### src/rtl/bayer_demosaic_ctrl.sv
// bayer_demosaic_ctrl
// Frame/line sequencer for the RAW8 Bayer-to-RGB888 demosaic path. Follows
// the sensor vsync/href, produces per-pixel x/y coordinates and the Bayer
// phase select for the interpolation mux, and checks frame geometry against
// the configured resolution with sticky error flags.
//
// Ports
//   clk, rst_n               pixel clock, synchronous active-low reset
//   per_frame_vsync/href     sensor frame / line valid
//   cfg_bayer_pattern [1:0]  CFA start pattern (0 RGGB, 1 GRBG, 2 GBRG, 3 BGGR),
//                            latched at frame start
//   err_clr                  clears the sticky error flags (a set in the same
//                            cycle wins)
//   ctl_vsync, ctl_href      syncs delayed one cycle (href gated to ACTIVE)
//   pix_x, pix_y [10:0]      coordinates of the pixel qualified by ctl_href
//   phase_sel [1:0]          {row parity, col parity} ^ latched pattern
//   frame_start/line_end/frame_end  single-cycle event pulses
//   frame_cnt [15:0]         completed frames, wrapping
//   err_short_line/err_long_line/err_line_count  sticky geometry errors
//
// state    | meaning
// ---------+--------------------------------------------------------------
// S_IDLE   | after reset; wait for vsync low so a partial frame is skipped
// S_ARMED  | wait for a vsync rising edge to start a frame
// S_ACTIVE | inside a frame: count pixels and lines, check geometry

module bayer_demosaic_ctrl #(
  parameter logic [10:0] IMG_HDISP = 11'd640,
  parameter logic [10:0] IMG_VDISP = 11'd480
) (
  input  logic        clk,
  input  logic        rst_n,
  input  logic        per_frame_vsync,
  input  logic        per_frame_href,
  input  logic [1:0]  cfg_bayer_pattern,
  input  logic        err_clr,
  output logic        ctl_vsync,
  output logic        ctl_href,
  output logic [10:0] pix_x,
  output logic [10:0] pix_y,
  output logic [1:0]  phase_sel,
  output logic        frame_start,
  output logic        line_end,
  output logic        frame_end,
  output logic [15:0] frame_cnt,
  output logic        err_short_line,
  output logic        err_long_line,
  output logic        err_line_count
);

  typedef enum logic [1:0] {S_IDLE, S_ARMED, S_ACTIVE} state_t;

  localparam logic [11:0] HDISP = {1'b0, IMG_HDISP};
  localparam logic [11:0] VDISP = {1'b0, IMG_VDISP};
  localparam logic [11:0] CMAX  = 12'hFFF;

  state_t      state_q, state_d;
  logic        vsync_q;
  logic        href_q, href_d;
  logic [11:0] hcnt_q, hcnt_d;
  logic [11:0] lcnt_q, lcnt_d;
  logic [11:0] lcnt_close;
  logic [10:0] pix_x_q, pix_x_d;
  logic [10:0] pix_y_q, pix_y_d;
  logic [1:0]  phase_q, phase_d;
  logic [1:0]  pat_q, pat_d;
  logic        fs_q, fs_d;
  logic        le_q, le_d;
  logic        fe_q, fe_d;
  logic [15:0] fcnt_q, fcnt_d;
  logic        es_q, es_d;
  logic        el_q, el_d;
  logic        ec_q, ec_d;
  logic        set_short, set_long, set_cnt;

  always_comb begin
    state_d    = state_q;
    href_d     = 1'b0;
    hcnt_d     = hcnt_q;
    lcnt_d     = lcnt_q;
    lcnt_close = lcnt_q;
    pix_x_d    = pix_x_q;
    pix_y_d    = pix_y_q;
    phase_d    = phase_q;
    pat_d      = pat_q;
    fs_d       = 1'b0;
    le_d       = 1'b0;
    fe_d       = 1'b0;
    fcnt_d     = fcnt_q;
    set_short  = 1'b0;
    set_long   = 1'b0;
    set_cnt    = 1'b0;

    unique case (state_q)
      S_IDLE: begin
        if (!per_frame_vsync) state_d = S_ARMED;
      end
      S_ARMED: begin
        if (per_frame_vsync && !vsync_q) begin
          state_d = S_ACTIVE;
          pat_d   = cfg_bayer_pattern;
          hcnt_d  = 12'd0;
          lcnt_d  = 12'd0;
          fs_d    = 1'b1;
        end
      end
      S_ACTIVE: begin
        if (per_frame_href) begin
          href_d  = 1'b1;
          pix_x_d = hcnt_q[10:0];
          pix_y_d = lcnt_q[10:0];
          phase_d = {lcnt_q[0], hcnt_q[0]} ^ pat_q;
          if (hcnt_q != CMAX) hcnt_d = hcnt_q + 12'd1;
        end else if (href_q) begin
          // href_q only rises inside ACTIVE, so this is a counted line closing
          set_short = (hcnt_q < HDISP);
          set_long  = (hcnt_q > HDISP);
          if (lcnt_q != CMAX) lcnt_close = lcnt_q + 12'd1;
          lcnt_d = lcnt_close;
          hcnt_d = 12'd0;
          le_d   = 1'b1;
        end
        if (vsync_q && !per_frame_vsync) begin
          // lcnt_close already includes a line closing in this same cycle
          set_cnt = (lcnt_close != VDISP);
          fcnt_d  = fcnt_q + 16'd1;
          fe_d    = 1'b1;
          state_d = S_ARMED;
        end
      end
      default: state_d = S_IDLE;
    endcase

    es_d = set_short | (es_q & ~err_clr);
    el_d = set_long  | (el_q & ~err_clr);
    ec_d = set_cnt   | (ec_q & ~err_clr);
  end

  always_ff @(posedge clk) begin
    if (!rst_n) begin
      state_q <= S_IDLE;
      vsync_q <= 1'b0;
      href_q  <= 1'b0;
      hcnt_q  <= 12'd0;
      lcnt_q  <= 12'd0;
      pix_x_q <= 11'd0;
      pix_y_q <= 11'd0;
      phase_q <= 2'd0;
      pat_q   <= 2'd0;
      fs_q    <= 1'b0;
      le_q    <= 1'b0;
      fe_q    <= 1'b0;
      fcnt_q  <= 16'd0;
      es_q    <= 1'b0;
      el_q    <= 1'b0;
      ec_q    <= 1'b0;
    end else begin
      state_q <= state_d;
      vsync_q <= per_frame_vsync;
      href_q  <= href_d;
      hcnt_q  <= hcnt_d;
      lcnt_q  <= lcnt_d;
      pix_x_q <= pix_x_d;
      pix_y_q <= pix_y_d;
      phase_q <= phase_d;
      pat_q   <= pat_d;
      fs_q    <= fs_d;
      le_q    <= le_d;
      fe_q    <= fe_d;
      fcnt_q  <= fcnt_d;
      es_q    <= es_d;
      el_q    <= el_d;
      ec_q    <= ec_d;
    end
  end

  assign ctl_vsync      = vsync_q;
  assign ctl_href       = href_q;
  assign pix_x          = pix_x_q;
  assign pix_y          = pix_y_q;
  assign phase_sel      = phase_q;
  assign frame_start    = fs_q;
  assign line_end       = le_q;
  assign frame_end      = fe_q;
  assign frame_cnt      = fcnt_q;
  assign err_short_line = es_q;
  assign err_long_line  = el_q;
  assign err_line_count = ec_q;

endmodule
### config.mk
export PLATFORM = sky130hd
export DESIGN_NAME = bayer_demosaic_ctrl
export DESIGN_NICKNAME = d
export VERILOG_FILES = /design/src/rtl/bayer_demosaic_ctrl.sv
export SDC_FILE = /design/constraint.sdc
export NUM_CORES = 1
export LEC_CHECK = 0
export BUFFER_PORTS_ARGS = -buffer_cell sky130_fd_sc_hd__buf_2
export CAP_MARGIN = 10
export CORE_ASPECT_RATIO = 0.75
export CORE_MARGIN = 5
export CORE_UTILIZATION = 50
export CTS_BUF_LIST = sky130_fd_sc_hd__clkbuf_4 sky130_fd_sc_hd__clkbuf_8 sky130_fd_sc_hd__clkbuf_16
export CTS_CLUSTER_DIAMETER = 30
export DETAILED_ROUTE_END_ITERATION = 16
export PLACE_DENSITY = 0.72
export SETUP_SLACK_MARGIN = 0.4
export SYNTH_ARGS = -nofsm -noshare
export SYNTH_HDL_FRONTEND = slang
export SYNTH_SLANG_ARGS = --single-unit
export TNS_END_PERCENT = 100
### constraint.sdc
create_clock -name clk -period 4.6 [get_ports clk]
set_clock_uncertainty 0.1 [all_clocks]
set_input_delay 0.46 -clock clk [delete_from_list [all_inputs] [get_ports clk]]
set_output_delay 0.46 -clock clk [all_outputs]
set_load 0.02 [all_outputs]
==> impl_metrics.json <==
{
  "status": "finished, final reports clean",
  "nFillCells": 632,
  "clock_path_buffers": 2,
  "nNetsFinal": 469,
  "synth-edff-count": 0,
  "period_share_pct": 49.9,
  "dr_total_vias": 3035,
  "vias_per_cell": 5.41,
  "tightest_slew_ns": 0.876,
  "yosys.area_share.simple_pct": 27.5,
  "syn_area_per_cell_um2": 8.57,
  "crit_buf_inv": 0,
  "synth_fa_ha_area_share_pct": 1.39,
  "core-area_um2": 6900,
  "crit_chain": "nand4_1, nor3_1, a31o_1, nor3_1, xnor2_1, nor2_1",
  "antenna_left": 0,
  "critPathMaxStageDelay_ns": 0.49,
  "grt_overflow": 0,
  "worst_slack_ns": 2.31,
  "setup_viol": 0,
  "rsz0062_at_grt": "false",
  "gp_congestion": 0.870,
  "initial_core_util_pct": 52.1,
  "n_antenna_cell": 0,
  "tns_ns": 0,
  "critPathRequiredTime_ns": 4.72,
  "die_h_um": 83.4,
  "ys.flop_type": "dfxtp_1",
  "dieArea_um2": 8990,
  "critPathArrivalTime_ns": 2.42,
  "synth.mux.area_fraction_pct": 0.837,
  "synth_top_family_by_area": "simple AND/OR/NAND/NOR gates",
  "grt_pass1_vias": 2857,
  "firstDrtPassIters": 5,
  "ys_types": 55,
  "max_cap_viol_count": 0,
  "hold_buffers": 0,
  "end_kind": "register",
  "ys_ff_latch": 76,
  "grt_start_max_net_pins": 63,
  "hold_violations": 0,
  "synth-xor-area-share_pct": 5.86,
  "synth_fp_nets": 430,
  "cts_root_buf": "clkbuf_8",
  "cts-resized-gates": 0,
  "synth-compound-area-share_pct": 17.7,
  "slew_violations": 0,
  "crit_type": "reg -> reg",
  "fmaxAchievable_ghz": 0.436,
  "final_common_cell": "dfxtp_1",
  "ir_drop_uv": 192,
  "crit_fanout": 9,
  "setup.worst_path.start_class": "register",
  "wl_per_cell_um": 14.3,
  "post-dp-hpwl_um": 5670,
  "crit_top_cell": "nor3_1",
  "async_flop_share_pct": 0,
  "post_cts_buffers": 0,
  "busiest_layer": "met2",
  "clock_latency_ns": 0.36,
  "crit_family": "simple AND/OR/NAND/NOR gates",
  "final_layout_size_suffix_gt1_share_pct": 17.3,
  "die_w_um": 108,
  "synth_area_um2": 3590,
  "grt.total_usage_pct": 19.2,
  "cts_num_sinks": 76,
  "p_leak_nw": 1.61,
  "dp_slack_ns": 2.26,
  "routed_wl_um": 8040,
  "ys_seq_area_share_pct": 42.4,
  "syn2layout_area_growth_pct": 13.5,
  "cp_slowest_cell": "a31o_1",
  "cts_buffers": 9,
  "num_rows": 26,
  "power_density_nw_per_um2": 315,
  "antenna_found_initial": 0,
  "tritoncts": "done",
  "ios": 55,
  "initialDrtViolationCount": 198,
  "fin_crit_ns": 2.29,
  "drc": 0,
  "grt_pass1_wl_um": 13900,
  "portBuffers": 54,
  "yosys_warnings": 0,
  "path_clk_slew_ns": 0.08,
  "mostFrequentLayoutCells": "76 x dfxtp_1, 74 x nand2_1, 54 x buf_2",
  "syn_inst": 419,
  "maxSlewHeadroom_pct": 41.6,
  "htreeDepth": 3,
  "hold_class": "in -> reg",
  "met1_usage_pct": 27.2,
  "grtUsageMet2_pct": 27.3,
  "grtUsageMet3_pct": 6.28
}
-- layer usage --
layer	routed length (um)	up-vias
met3	574	15
met2	3320	88
met1	4020	1405
met4	119	0
li1	-	1527
met5	0	-
-- cells in the mapped netlist (5+ instances only) --
master	number	share of area, %
buf_2	5	0.70
and2_1	23	4.0
a31oi_1	7	1.2
a22o_1	5	1.2
nor2b_1	8	1.4
dfxtp_1	76	42
nor3_1	9	1.3
clkbuf_1	14	1.5
nor2_1	19	2.0
xnor2_1	16	3.9
nand2_1	74	7.7
or3_1	7	1.2
o21ai_0	19	2.6
xor2_1	8	2.0
nand3_1	14	2.0
nand4_1	7	1.2
a21oi_1	15	2.1
a21boi_0	29	6.1
-- report_power, final --
| part | switching [W] | internal, W |
|---|---|---|
| clock network | 0.000243 | 0.000332 |
| logic | 0.0000300 | 0.0000160 |
| registers | 0.00000337 | 0.000661 |
| total | 0.000276 | 0.00101 |
-- layout make-up --
class                      instances  area [um2]  area share (%)
clock buffer                      12         153            3.75
clock inverter                     4        72.6            1.78
inverter                           4        15.0           0.368
multi-input combinational        312        1910            46.9
sequential                        76        1520            37.3
tap                               98         123            3.01
timing repair buffer              55         278            6.82
-- registers in the layout (all words and copies together) (netlist names), 2 cells and up --
name	count
pix_y	11
phase_sel	2
pix_x	11
lcnt_q	12
state_q	2
hcnt_q	12
pat_q	2
frame_cnt	16
-- tightest hold or removal path, delay by kind of cell --
kind | cells | cell delay, ns
multiplexers | 1 | 0.05
AND/OR/NAND/NOR | 1 | 0.09
buffers and inverters | 1 | 0.07
-- through the flow --
step                util, %  instances  hold slack, ns  power [W]  area (um2)
detailed placement     55.8        545           0.356   0.000725        3850
finish                 59.1        561           0.251    0.00128        4080
floorplan                 -        419           0.356   0.000713        3590
CTS                    59.1        561           0.238    0.00130        4080
global route           59.1        561           0.256    0.00134        4080
global placement       55.8        545           0.351   0.000724        3850
-- path summary, 6_finish.rpt --
path / start / to / slack [ns] / cells after the start
worst min-delay path: cfg_bayer_pattern[0] / pat_q[0] / 0.25 / 3
worst max-delay path: hcnt_q[3] / hcnt_q[8] / 2.31 / 6
worst min register to register: pix_y[6] / pix_y[6] / 0.36 / 2
worst max register to register: hcnt_q[3] / hcnt_q[8] / 2.31 / 6
-- cells by family after synthesis --
kind of cell	Yosys count
and+or+nand+nor	187
AOI/OAI and AO/OA	94
DFF	76
buffers and inverters	31
xor gates and xnor gates	24
adders and majority gates	4
muxes	3
Note: power is estimated with default switching activity, not from simulation.
